File: src/rtl/serial_magnitude_comparator_pkg.sv
// Shared definitions for the serial magnitude comparator: FSM state
// encoding and the digit width handled per clock.
package serial_magnitude_comparator_pkg;

  localparam int DIGIT_W = 2;

  typedef enum logic [1:0] {
    IDLE    = 2'd0,
    COMPARE = 2'd1,
    DONE    = 2'd2
  } cmp_state_e;

endpackage

File: src/rtl/serial_magnitude_comparator_two_bit.sv
// Two-bit unsigned compare cell. Purely combinational; exactly one of
// gt/eq/lt is high for any input pair.
module two_bit_comparator (
  input  logic [1:0] a,
  input  logic [1:0] b,
  output logic       gt,
  output logic       eq,
  output logic       lt
);

  // Decode the relation of the two digits.
  always_comb begin
    gt = (a > b);
    eq = (a == b);
    lt = (a < b);
  end

endmodule

File: src/rtl/serial_magnitude_comparator.sv
// Serial WIDTH-bit unsigned magnitude comparator. Walks the operands
// MSB-first, one 2-bit digit per clock, through a single two_bit_comparator
// and stops at the first unequal digit or after the last digit.
//
// Handshake: start is a request sampled only while idle (busy=0); an
// accepted start raises busy on the same edge. done is a one-cycle pulse
// marking greater/equal/lesser valid; busy stays high through that cycle
// and drops on the following edge, after which the next start is taken.
// There is no back-pressure and requests seen while busy are dropped.
module serial_magnitude_comparator
  import serial_magnitude_comparator_pkg::*;
#(
  parameter int WIDTH = 8
) (
  input  logic             clk,
  input  logic             rst,
  input  logic             start,
  input  logic [WIDTH-1:0] a_in,
  input  logic [WIDTH-1:0] b_in,
  output logic             busy,
  output logic             done,
  output logic             greater,
  output logic             equal,
  output logic             lesser
);

  localparam int NDIG = WIDTH / DIGIT_W;
  // Counter only needs to reach NDIG-1; keep at least one bit for NDIG=1.
  localparam int CW = (NDIG > 1) ? $clog2(NDIG) : 1;
  localparam logic [CW-1:0] LAST_IDX = CW'(NDIG - 1);

  // Current FSM state; kept as a named signal so checkers can bind to it.
  cmp_state_e       state;
  logic [WIDTH-1:0] a_reg;
  logic [WIDTH-1:0] b_reg;
  logic [CW-1:0]    dig_cnt;

  logic dig_gt;
  logic dig_eq;
  logic dig_lt;

  two_bit_comparator u_digit (
    .a  (a_reg[WIDTH-1 -: DIGIT_W]),
    .b  (b_reg[WIDTH-1 -: DIGIT_W]),
    .gt (dig_gt),
    .eq (dig_eq),
    .lt (dig_lt)
  );

  // Control FSM with registered busy/done and result flags.
  always_ff @(posedge clk or posedge rst) begin
    if (rst) begin
      state   <= IDLE;
      a_reg   <= '0;
      b_reg   <= '0;
      dig_cnt <= '0;
      busy    <= 1'b0;
      done    <= 1'b0;
      greater <= 1'b0;
      equal   <= 1'b0;
      lesser  <= 1'b0;
    end else begin
      case (state)
        IDLE: begin
          done <= 1'b0;
          if (start) begin
            a_reg   <= a_in;
            b_reg   <= b_in;
            dig_cnt <= LAST_IDX;
            busy    <= 1'b1;
            greater <= 1'b0;
            equal   <= 1'b0;
            lesser  <= 1'b0;
            state   <= COMPARE;
          end
        end
        COMPARE: begin
          if (dig_gt) begin
            greater <= 1'b1;
            done    <= 1'b1;
            state   <= DONE;
          end else if (dig_lt) begin
            lesser <= 1'b1;
            done   <= 1'b1;
            state  <= DONE;
          end else if (dig_eq && (dig_cnt == '0)) begin
            equal <= 1'b1;
            done  <= 1'b1;
            state <= DONE;
          end else begin
            // Digit tie: bring the next lower digit into the compare cell.
            a_reg   <= a_reg << DIGIT_W;
            b_reg   <= b_reg << DIGIT_W;
            dig_cnt <= dig_cnt - 1'b1;
          end
        end
        DONE: begin
          done  <= 1'b0;
          busy  <= 1'b0;
          state <= IDLE;
        end
        default: begin
          done  <= 1'b0;
          busy  <= 1'b0;
          state <= IDLE;
        end
      endcase
    end
  end

endmodule

File: config.mk
export PLATFORM = sky130hd
export DESIGN_NAME = serial_magnitude_comparator
export DESIGN_NICKNAME = d
export VERILOG_FILES = /design/src/rtl/serial_magnitude_comparator_pkg.sv /design/src/rtl/serial_magnitude_comparator_two_bit.sv /design/src/rtl/serial_magnitude_comparator.sv
export SDC_FILE = /design/constraint.sdc
export NUM_CORES = 1
export LEC_CHECK = 0
export CORE_AREA = 3 3 54 56
export DETAILED_ROUTE_END_ITERATION = 16
export DIE_AREA = 0 0 57 59
export GPL_ROUTABILITY_DRIVEN = 0
export PLACE_DENSITY = 0.82
export SYNTH_ARGS = -nofsm -noshare
export SYNTH_HDL_FRONTEND = slang
export SYNTH_SLANG_ARGS = --single-unit
File: constraint.sdc
create_clock -name clk -period 2.7 [get_ports clk]
set_input_delay 0.27 -clock clk [delete_from_list [all_inputs] [get_ports clk]]
set_output_delay 0.27 -clock clk [all_outputs]
set_load 0.005 [all_outputs]
==> flow_metrics.env, run 1 <==
export IMPL_vias_per_cell=5.73
export IMPL_synth_cells=144
export IMPL_grt_max_degree=26
export IMPL_synth_ff_type="dfrtp_1"
export IMPL_critPathRequiredTime_ns=2.92
export IMPL_p_seq_share_pct=39.2
export IMPL_arrival_ns=2.25
export IMPL_fillers=209
export IMPL_crit_path_cell_trace="inv_1 -> ha_1 -> nor2b_1 -> buf_4 -> or4_4 -> a311oi_1"
export IMPL_async_flop_share_pct=100
export IMPL_powerDensity_nw_per_um2=1030
export IMPL_status="finished, final reports clean"
export IMPL_synthMuxAreaShare_pct=0.721
export IMPL_worst_hold_slack_ns=0.452
export IMPL_rsz0062_at_grt="false"
export IMPL_yosysWarningCount=0
export IMPL_num_io_pins=24
export IMPL_drive_gt1_share_pct=11.0
export IMPL_ant_nets=0
export IMPL_placed_area_um2=1610
export IMPL_dieHeight_um=59
export IMPL_cts_buffers_inserted=3
export IMPL_synthDistinctLibCells=30
export IMPL_cap_viol_max_count=0
export IMPL_yosys_area_share_adder_pct=2.71
export IMPL_root_buffer="clkbuf_4"
export IMPL_grt_pass1_wl_um=5110
export IMPL_first_global_vias=1128
export IMPL_p_int_w=0.000995
export IMPL_power_total_w=0.00169
export IMPL_synth_compound_area_share_pct=16.1
export IMPL_synth_edf_count=0
export IMPL_antenna_cells=0
export IMPL_synth_nets=166
export IMPL_synth_seq_area_share_pct=45.1
export IMPL_place_ws_ns=0.714
export IMPL_htree_levels=1
export IMPL_dr_total_vias=1106
export IMPL_p_clk_share_pct=10.0
export IMPL_post_synth_cell_area_avg_um2=9.64
export IMPL_clk_latency_ns=0.32
export IMPL_synth_simple_area_share_pct=28.5
export IMPL_cts_setup_buffers=0
export IMPL_postCtsHoldBufs=0
export IMPL_critPathKind="flop to flop"
export IMPL_synthToLayoutAreaGrowth_pct=18.2
export IMPL_netSwitchingPower_w=0.000693
export IMPL_ctsResizeCount=0
export IMPL_drt_iter0_drc=39
export IMPL_routed_wl_um=2870
export IMPL_gr_total_overflow=0
export IMPL_synth_top_family_by_area="simple AND/OR/NAND/NOR gates"
export IMPL_initial_utilization_pct=56.0
export IMPL_rows=18
export IMPL_cts_sinks=25
export IMPL_hpwl_um=2030
export IMPL_post_route_period_util_pct=75.1
export IMPL_fin_skew_ns=0.00364
export IMPL_numPortBuffers=23
export IMPL_fmax_mhz=493
export IMPL_dieArea_um2=3360
export IMPL_dr_pass1_iters=4
export IMPL_finalCriticalPeriod_ns=2.03
export IMPL_combPwrFrac_pct=50.8
export IMPL_r2r_cells=6
export IMPL_antenna_found_initial=0
export IMPL_fp_dieW_um=57
export IMPL_setup_tns_ns=0
export IMPL_leakage_nw=0.691
export IMPL_path_clk_slew_ns=0.14
export IMPL_setup_viol=0
export IMPL_clk_path_buf_depth=2
export IMPL_cts_tree="built"
export IMPL_grt_util_all_layers_pct=19.1
export IMPL_core_area_um2=2480
export IMPL_start_kind="flop"
export IMPL_wl_per_cell_um=14.8
export IMPL_cp_end_kind="flop"
export IMPL_relSlewSlack_pct=35.9
export IMPL_hold_path_class="input pin to async pin"
export IMPL_crit_slowest_cell="or4_4"
export IMPL_critPathMaxFanout=14
export IMPL_ir_drop_v=0.000581
export IMPL_sw_frac_of_total_pct=41.1
export IMPL_finalHoldViolCount=0
export IMPL_ys_seq_elements=25
export IMPL_synth_xor_area_share_pct=0
export IMPL_tightest_slew_ns=0.960
export IMPL_nNetsFinal=186
export IMPL_netlist_area_um2=1390
export IMPL_slew_viol_final=0
export IMPL_finish_instance_area_um2=1640
export IMPL_drc=0
export IMPL_cpPeakStageDelay_ns=0.62
export IMPL_layout_setup_ws_ns=0.673
[layer usage]
metal / wire, µm / vias to the layer above / global-route usage [%]
met2: 1430 / 22 / 32.6
met1: 1280 / 527 / 25.5
li1: - / 553 / -
met3: 122 / 4 / 2.83
met5: 0 / - / 0
met4: 29 / 0 / 5.30
[cell usage after synthesis (2+ instances only)]
cell type   n  area share (%)
a211oi_2    9             8.1
a21oi_1     2            0.72
a311oi_1    3             1.9
buf_6       3             2.4
clkbuf_1    7             1.9
dfrtp_1    25              45
ha_1        3             2.7
inv_1       8             2.2
nand2_1    11             3.0
nor2_1     26             7.0
nor2b_1     2            0.90
nor3_1     13             4.7
o21ai_0     4             1.4
or4b_1     12             8.7
[per-stage QoR]
stage	util, %	cells
after detailed placement	65.1	189
after global placement	65.1	189
final	66.2	193
after CTS	66.2	193
after global routing	66.2	193
after floorplan	-	144
[area by class of cell]
cell class | instances | area [µm²] | share of cell area, %
Clock buffer | 3 | 22.5 | 1.37
Clock inverter | 1 | 5.00 | 0.305
Inverter | 8 | 30.0 | 1.83
Multi-Input combinational cell | 100 | 667 | 40.7
Sequential cell | 25 | 626 | 38.1
Tap cell | 30 | 37.5 | 2.29
Timing Repair Buffer | 26 | 253 | 15.4
[power groups by stage]
| stage | Combinational (W) | Clock [W] | Sequential, W |
|---|---|---|---|
| 6_report | 0.000857 | 0.000169 | 0.000663 |
| 5_1_grt | 0.000964 | 0.000185 | 0.000696 |
| 4_1_cts | 0.000863 | 0.000172 | 0.000663 |
| 3_5_place_dp | 0.000858 | 0 | 0.000673 |
| 3_3_place_gp | 0.000831 | 0 | 0.000662 |
| 2_1_floorplan | 0.000691 | 0 | 0.000616 |
[logic make-up after synthesis]
logic type	Yosys count
flops	25
simple gates	71
fa+ha+maj	3
mux	1
buf+inv	19
compound gates	25
[critical path: cells and delay by family, from the launching register on]
| family | cells | cell delay [ns] |
|---|---|---|
| adder cells (fa/ha/maj) | 1 | 0.21 |
| AND/OR/NAND/NOR | 2 | 0.78 |
| AO/OA/AOI/OAI | 1 | 0.34 |
| buffers and inverters | 2 | 0.23 |
| flip-flops | 1 | 0.36 |
[path summary, 6_finish.rpt]
| path | startpoint | to | slack [ns] |
|---|---|---|---|
| setup / recovery | a_reg[6] | a_reg[6] | 0.67 |
| hold reg to reg | dig_cnt[0] | dig_cnt[0] | 0.48 |
| max in group asynchronous | rst | b_reg[3] | 1.67 |
| hold / removal | rst | a_reg[3] | 0.45 |
| setup reg to reg | a_reg[6] | a_reg[6] | 0.67 |
| min in group clk | dig_cnt[0] | dig_cnt[0] | 0.48 |
[layout by cell type, fill, tap and decap left out]
master,netlist,layout
nand2_1,11,11
buf_4,0,3
clkdlybuf4s50_1,0,23
nor3_1,13,13
o311a_1,1,1
inv_1,8,8
or4b_1,12,12
o21ai_1,1,1
or4_4,1,1
nor3b_2,1,1
clkinv_2,0,1
a41oi_1,1,1
a21oi_1,2,2
nor4_1,1,1
a311oi_1,3,3
or3b_1,1,1
a211oi_1,1,1
ha_1,3,3
dfrtp_1,25,25
nor2b_1,2,2
and2_1,1,1
o31ai_1,1,1
nand2b_1,1,1
a22o_1,1,1
clkbuf_4,0,3
o21a_1,1,1
o21ai_0,4,4
a211oi_2,9,9
mux2i_1,1,1
or2b_1,1,1
nor2_1,26,26
(Power assumes the default switching activity.)
==> run 2: changes to the inputs <==
- CORE_AREA: 3 3 54 56 -> 3 3 59 61
- DIE_AREA: 0 0 57 59 -> 0 0 62 64
- PLACE_DENSITY: 0.82 -> 0.72
- clock period: 2.7 -> 1.65 ns (I/O delays scaled with it)
==> flow_metrics.env, run 2 (synthesis results as in run 1) <==
export IMPL_drc=0
export IMPL_p_seq_share_pct=31.3
export IMPL_dieHeight_um=64
export IMPL_ant_nets=0
export IMPL_rsz0062_at_grt="true"
export IMPL_drive_gt1_share_pct=34.7
export IMPL_multiInputGateArea_um2=773
export IMPL_r2r_slack_ns=-0.03
export IMPL_root_buffer="clkbuf_4"
export IMPL_setup_tns_ns=-0.194
export IMPL_final_cell_mix="28 x buf_4, 26 x nor2_1, 23 x dfrtp_1, 23 x clkdlybuf4s50_1"
export IMPL_grt_pass1_wl_um=5560
export IMPL_status="complete, but fails checks"
export IMPL_routed_wl_um=3340
export IMPL_finish_instance_area_um2=1980
export IMPL_critPathRequiredTime_ns=1.91
export IMPL_setup_viol=8
export IMPL_clk_latency_ns=0.34
export IMPL_hpwl_um=2380
export IMPL_p_int_w=0.00204
export IMPL_start_kind="flop"
export IMPL_dr_total_vias=1233
export IMPL_grt_util_all_layers_pct=18.9
export IMPL_nNetsFinal=213
export IMPL_cp_end_kind="flop"
export IMPL_htree_levels=1
export IMPL_first_global_vias=1236
export IMPL_critPathKind="flop to flop"
export IMPL_core_area_um2=3030
export IMPL_violations="setup timing"
export IMPL_layout_commonest_cell="buf_4"
export IMPL_hold_path_class="input pin to async pin"
export IMPL_fp_dieW_um=62
export IMPL_seqCellArea_um2=628
export IMPL_rows=20
export IMPL_slew_viol_final=0
export IMPL_antenna_cells=0
export IMPL_worst_hold_slack_ns=0.137
export IMPL_finalHoldViolCount=0
export IMPL_arrival_ns=1.94
export IMPL_powerDensity_nw_per_um2=1730
export IMPL_synthToLayoutAreaGrowth_pct=42.7
export IMPL_ir_drop_v=0.000883
export IMPL_grt_max_degree=26
export IMPL_combPwrFrac_pct=60.0
export IMPL_gr_total_overflow=0
export IMPL_path_clk_slew_ns=0.15
export IMPL_wl_per_cell_um=14.3
export IMPL_r2r_end="a_reg[4]"
export IMPL_critPathMaxFanout=6
export IMPL_finalCriticalPeriod_ns=1.68
export IMPL_p_clk_share_pct=8.7
export IMPL_post_route_period_util_pct=102
export IMPL_numPortBuffers=23
export IMPL_sw_frac_of_total_pct=40.4
export IMPL_power_total_w=0.00343
export IMPL_cts_buffers_inserted=3
export IMPL_netSwitchingPower_w=0.00138
export IMPL_drt_iter0_drc=26
export IMPL_fillers=234
export IMPL_placed_area_um2=1810
export IMPL_cts_tree="built"
export IMPL_fmax_mhz=595
export IMPL_antenna_found_initial=0
export IMPL_vias_per_cell=5.27
export IMPL_leakage_nw=0.835
export IMPL_relSlewSlack_pct=78.4
export IMPL_initial_utilization_pct=45.8
export IMPL_cts_sinks=25
export IMPL_tightest_slew_ns=0.324
export IMPL_num_io_pins=24
export IMPL_r2r_cells=5
export IMPL_layout_setup_ws_ns=-0.0306
export IMPL_fin_skew_ns=0.0140
export IMPL_worstReg2RegStart="b_reg[6]"
export IMPL_cap_viol_max_count=0
export IMPL_clk_path_buf_depth=2
export IMPL_dieArea_um2=3970
export IMPL_dr_pass1_iters=4
==> run 2: power groups by stage <==
stage                     Clock [W]  Combinational, W  Sequential (W)
final                      0.000297           0.00206         0.00107
after global routing       0.000335           0.00226         0.00111
after CTS                  0.000303           0.00191         0.00106
after detailed placement          0           0.00180         0.00108
after global placement            0           0.00176         0.00107
after floorplan                   0           0.00127         0.00102
==> run 2: final cells by class <==
type	count	area share (%)
multi-input combinational	100	39.1
sequential	25	31.7
timing repair buffer	53	23.4
tap	44	2.78
inverter	8	1.52
clock buffer	3	1.14
clock inverter	1	0.379
==> run 2: stage by stage <==
stage	std cells	setup WS [ns]	utilization (%)
floorplan	144	-0.103	-
global placement	222	-0.0925	59.9
detailed placement	222	-0.115	59.9
CTS	231	-0.0352	63.0
global route	234	-0.0969	65.4
finish	234	-0.0306	65.4
==> run 2: worst max-delay path by stage <==
stage | startpoint | to | slack, ns | cells after the start
global route | b_reg[6] | b_reg[2] | -0.1 | 5
CTS | b_reg[6] | a_reg[3] | -0.04 | 5
floorplan | b_reg[6] | a_reg[5] | -0.10 | 7
detailed placement | b_reg[6] | a_reg[5] | -0.11 | 5
finish | b_reg[6] | a_reg[4] | -0.03 | 5
global placement | b_reg[6] | a_reg[2] | -0.09 | 5
==> run 2: critical path, stage by stage (launching register included) <==
cell and delay, ns:
dfrtp_1 0.44, ha_4 0.17, nor2b_4 0.12, or4_4 0.54, buf_6 0.17, a211oi_2 0.16
==> run 2: repair_timing <==
| item | CTS | global route |
|---|---|---|
| hold buffers | 0 | 0 |
| setup buffers | 5 | 3 |
| endpoints found under the setup margin | 14 | 14 |
| pin swaps | 2 | 0 |
| cloned | 0 | 0 |
| gates resized for setup | 6 | 14 |
==> run 2: routing by layer <==
layer	GRT usage (%)	part of all wire, %
met1	26.1	46
met3	3.03	4.3
met5	0	0
met2	28.5	48
met4	7.96	2.0
==> run 3: changes to the inputs <==
- CORE_AREA: 3 3 59 61 -> 3 3 58 60
- CTS_BUF_LIST: not set -> sky130_fd_sc_hd__clkbuf_2 sky130_fd_sc_hd__clkbuf_4 sky130_fd_sc_hd__clkbuf_8
- DIE_AREA: 0 0 62 64 -> 0 0 61 63
- GPL_TIMING_DRIVEN: not set -> 0
- PLACE_DENSITY: 0.72 -> 0.75
- SLEW_MARGIN: not set -> 15
==> flow_metrics.env, run 3 (synthesis results as in run 1) <==
export IMPL_status="complete, but fails checks"
export IMPL_violations="setup timing"
export IMPL_grt_max_degree=26
export IMPL_finish_instance_area_um2=1860
export IMPL_post_route_period_util_pct=109
export IMPL_antenna_cells=0
export IMPL_num_io_pins=24
export IMPL_htree_levels=1
export IMPL_placed_area_um2=1700
export IMPL_start_kind="flop"
export IMPL_cts_buffers_inserted=3
export IMPL_layout_commonest_cell="nor2_1"
export IMPL_clk_latency_ns=0.32
export IMPL_first_global_vias=1162
export IMPL_rsz0062_at_grt="true"
export IMPL_dr_total_vias=1209
export IMPL_fin_skew_ns=0.00236
export IMPL_grt_util_all_layers_pct=19.0
export IMPL_antenna_found_initial=0
export IMPL_ir_drop_v=0.000699
export IMPL_cp_end_kind="flop"
export IMPL_cap_viol_max_count=0
export IMPL_place_ws_ns=-0.315
export IMPL_dr_pass1_iters=4
export IMPL_synthToLayoutAreaGrowth_pct=34.4
export IMPL_critPathMaxFanout=6
export IMPL_slew_viol_final=0
export IMPL_powerDensity_nw_per_um2=1780
export IMPL_cts_tree="built"
export IMPL_crit_slowest_cell="or4_4"
export IMPL_worstReg2RegStart="a_reg[7]"
export IMPL_grt_pass1_wl_um=5530
export IMPL_dieHeight_um=63
export IMPL_dieArea_um2=3840
export IMPL_nNetsFinal=201
export IMPL_relSlewSlack_pct=33.7
export IMPL_fillers=255
export IMPL_drive_gt1_share_pct=25.3
export IMPL_rows=20
export IMPL_post_route_util_pct=62.6
export IMPL_hold_path_class="input pin to async pin"
export IMPL_r2r_cells=5
export IMPL_drc=0
export IMPL_ant_nets=0
export IMPL_setup_viol=14
export IMPL_leakage_nw=0.782
export IMPL_vias_per_cell=5.73
export IMPL_core_area_um2=2980
export IMPL_seqCellArea_um2=626
export IMPL_final_cell_mix="26 x nor2_1, 25 x dfrtp_1, 23 x clkdlybuf4s50_1"
export IMPL_finalCriticalPeriod_ns=1.79
export IMPL_clk_path_buf_depth=2
export IMPL_gr_total_overflow=0
export IMPL_worst_hold_slack_ns=0.353
export IMPL_r2r_slack_ns=-0.14
export IMPL_r2r_end="b_reg[7]"
export IMPL_initial_utilization_pct=46.6
export IMPL_numPortBuffers=23
export IMPL_cpPeakStageDelay_ns=0.59
export IMPL_arrival_ns=2.03
export IMPL_fmax_mhz=558
export IMPL_layout_setup_ws_ns=-0.141
export IMPL_path_clk_slew_ns=0.14
export IMPL_critPathKind="flop to flop"
export IMPL_cts_sinks=25
export IMPL_fp_dieW_um=61
export IMPL_drt_iter0_drc=28
export IMPL_wl_per_cell_um=15.7
export IMPL_dp_cells=200
export IMPL_layout_cells_non_filler=211
export IMPL_critPathRequiredTime_ns=1.89
export IMPL_crit_path_cell_trace="ha_4 -> nand2_4 -> or4_4 -> buf_6 -> a311oi_2"
export IMPL_root_buffer="clkbuf_4"
export IMPL_finalHoldViolCount=0
export IMPL_multiInputGateArea_um2=759
export IMPL_hpwl_um=2270
export IMPL_tightest_slew_ns=0.993
export IMPL_routed_wl_um=3320
export IMPL_postCtsHoldBufs=0
[run 3: cell types whose count changed in the layout (fill, tap and decap cells not counted), sizes merged]
cell      delta
buf         -18
clkbuf       +7
clkinvlp     -1
[run 3: how the worst max path moves through the flow]
stage,start,to,slack (ns),cells past startpoint
3_5_place_dp,dig_cnt[0],a_reg[0],-0.32,5
4_1_cts,a_reg[7],a_reg[2],-0.16,5
2_1_floorplan,b_reg[6],a_reg[5],-0.10,7
3_3_place_gp,dig_cnt[0],b_reg[1],-0.24,5
6_report,a_reg[7],b_reg[7],-0.14,5
5_1_grt,a_reg[7],a_reg[2],-0.20,5
[run 3: power by group]
part | switching (W) | internal [W] | leakage, nW | total [W]
combinational | 0.00101 | 0.000970 | 0.475 | 0.00198
sequential | 0.000164 | 0.000883 | 0.289 | 0.00105
clock | 0.000188 | 0.000111 | 0.0184 | 0.000300
[run 3: final cells by class]
| type | count | area share, % |
|---|---|---|
| Clock buffer | 4 | 1.61 |
| Tap cell | 33 | 2.21 |
| Timing Repair Buffer | 32 | 17.2 |
| Sequential cell | 25 | 33.6 |
| Buffer | 9 | 3.02 |
| Inverter | 8 | 1.61 |
| Multi-Input combinational cell | 100 | 40.7 |
[run 3: metal layers]
layer	GRT usage, %	share of wire [%]
met5	0	0
met4	5.69	1.3
met3	3.51	3.1
met2	30.9	51
met1	25.1	45
[run 3: what timing repair did]
action | CTS | global route
setup endpoints to repair | 20 | 20
setup buffers | 4 | 4
resized for setup | 10 | 18
pin swaps | 10 | 11
cloned | 1 | 0
[run 3: through the flow]
| step | power [W] | setup TNS, ns |
|---|---|---|
| finish | 0.00332 | -1.57 |
| detailed placement | 0.00274 | -3.92 |
| global placement | 0.00268 | -3.12 |
| floorplan | 0.00229 | -1.04 |
| global route | 0.00358 | -2.36 |
| CTS | 0.00318 | -1.64 |
[run 3: worst max-delay path: cells and delay by family (launching register included)]
family	cells	cell delay, ns
compound gates	1	0.18
buf+inv	1	0.16
fa+ha+maj	1	0.30
simple gates	2	0.64
flops	1	0.43
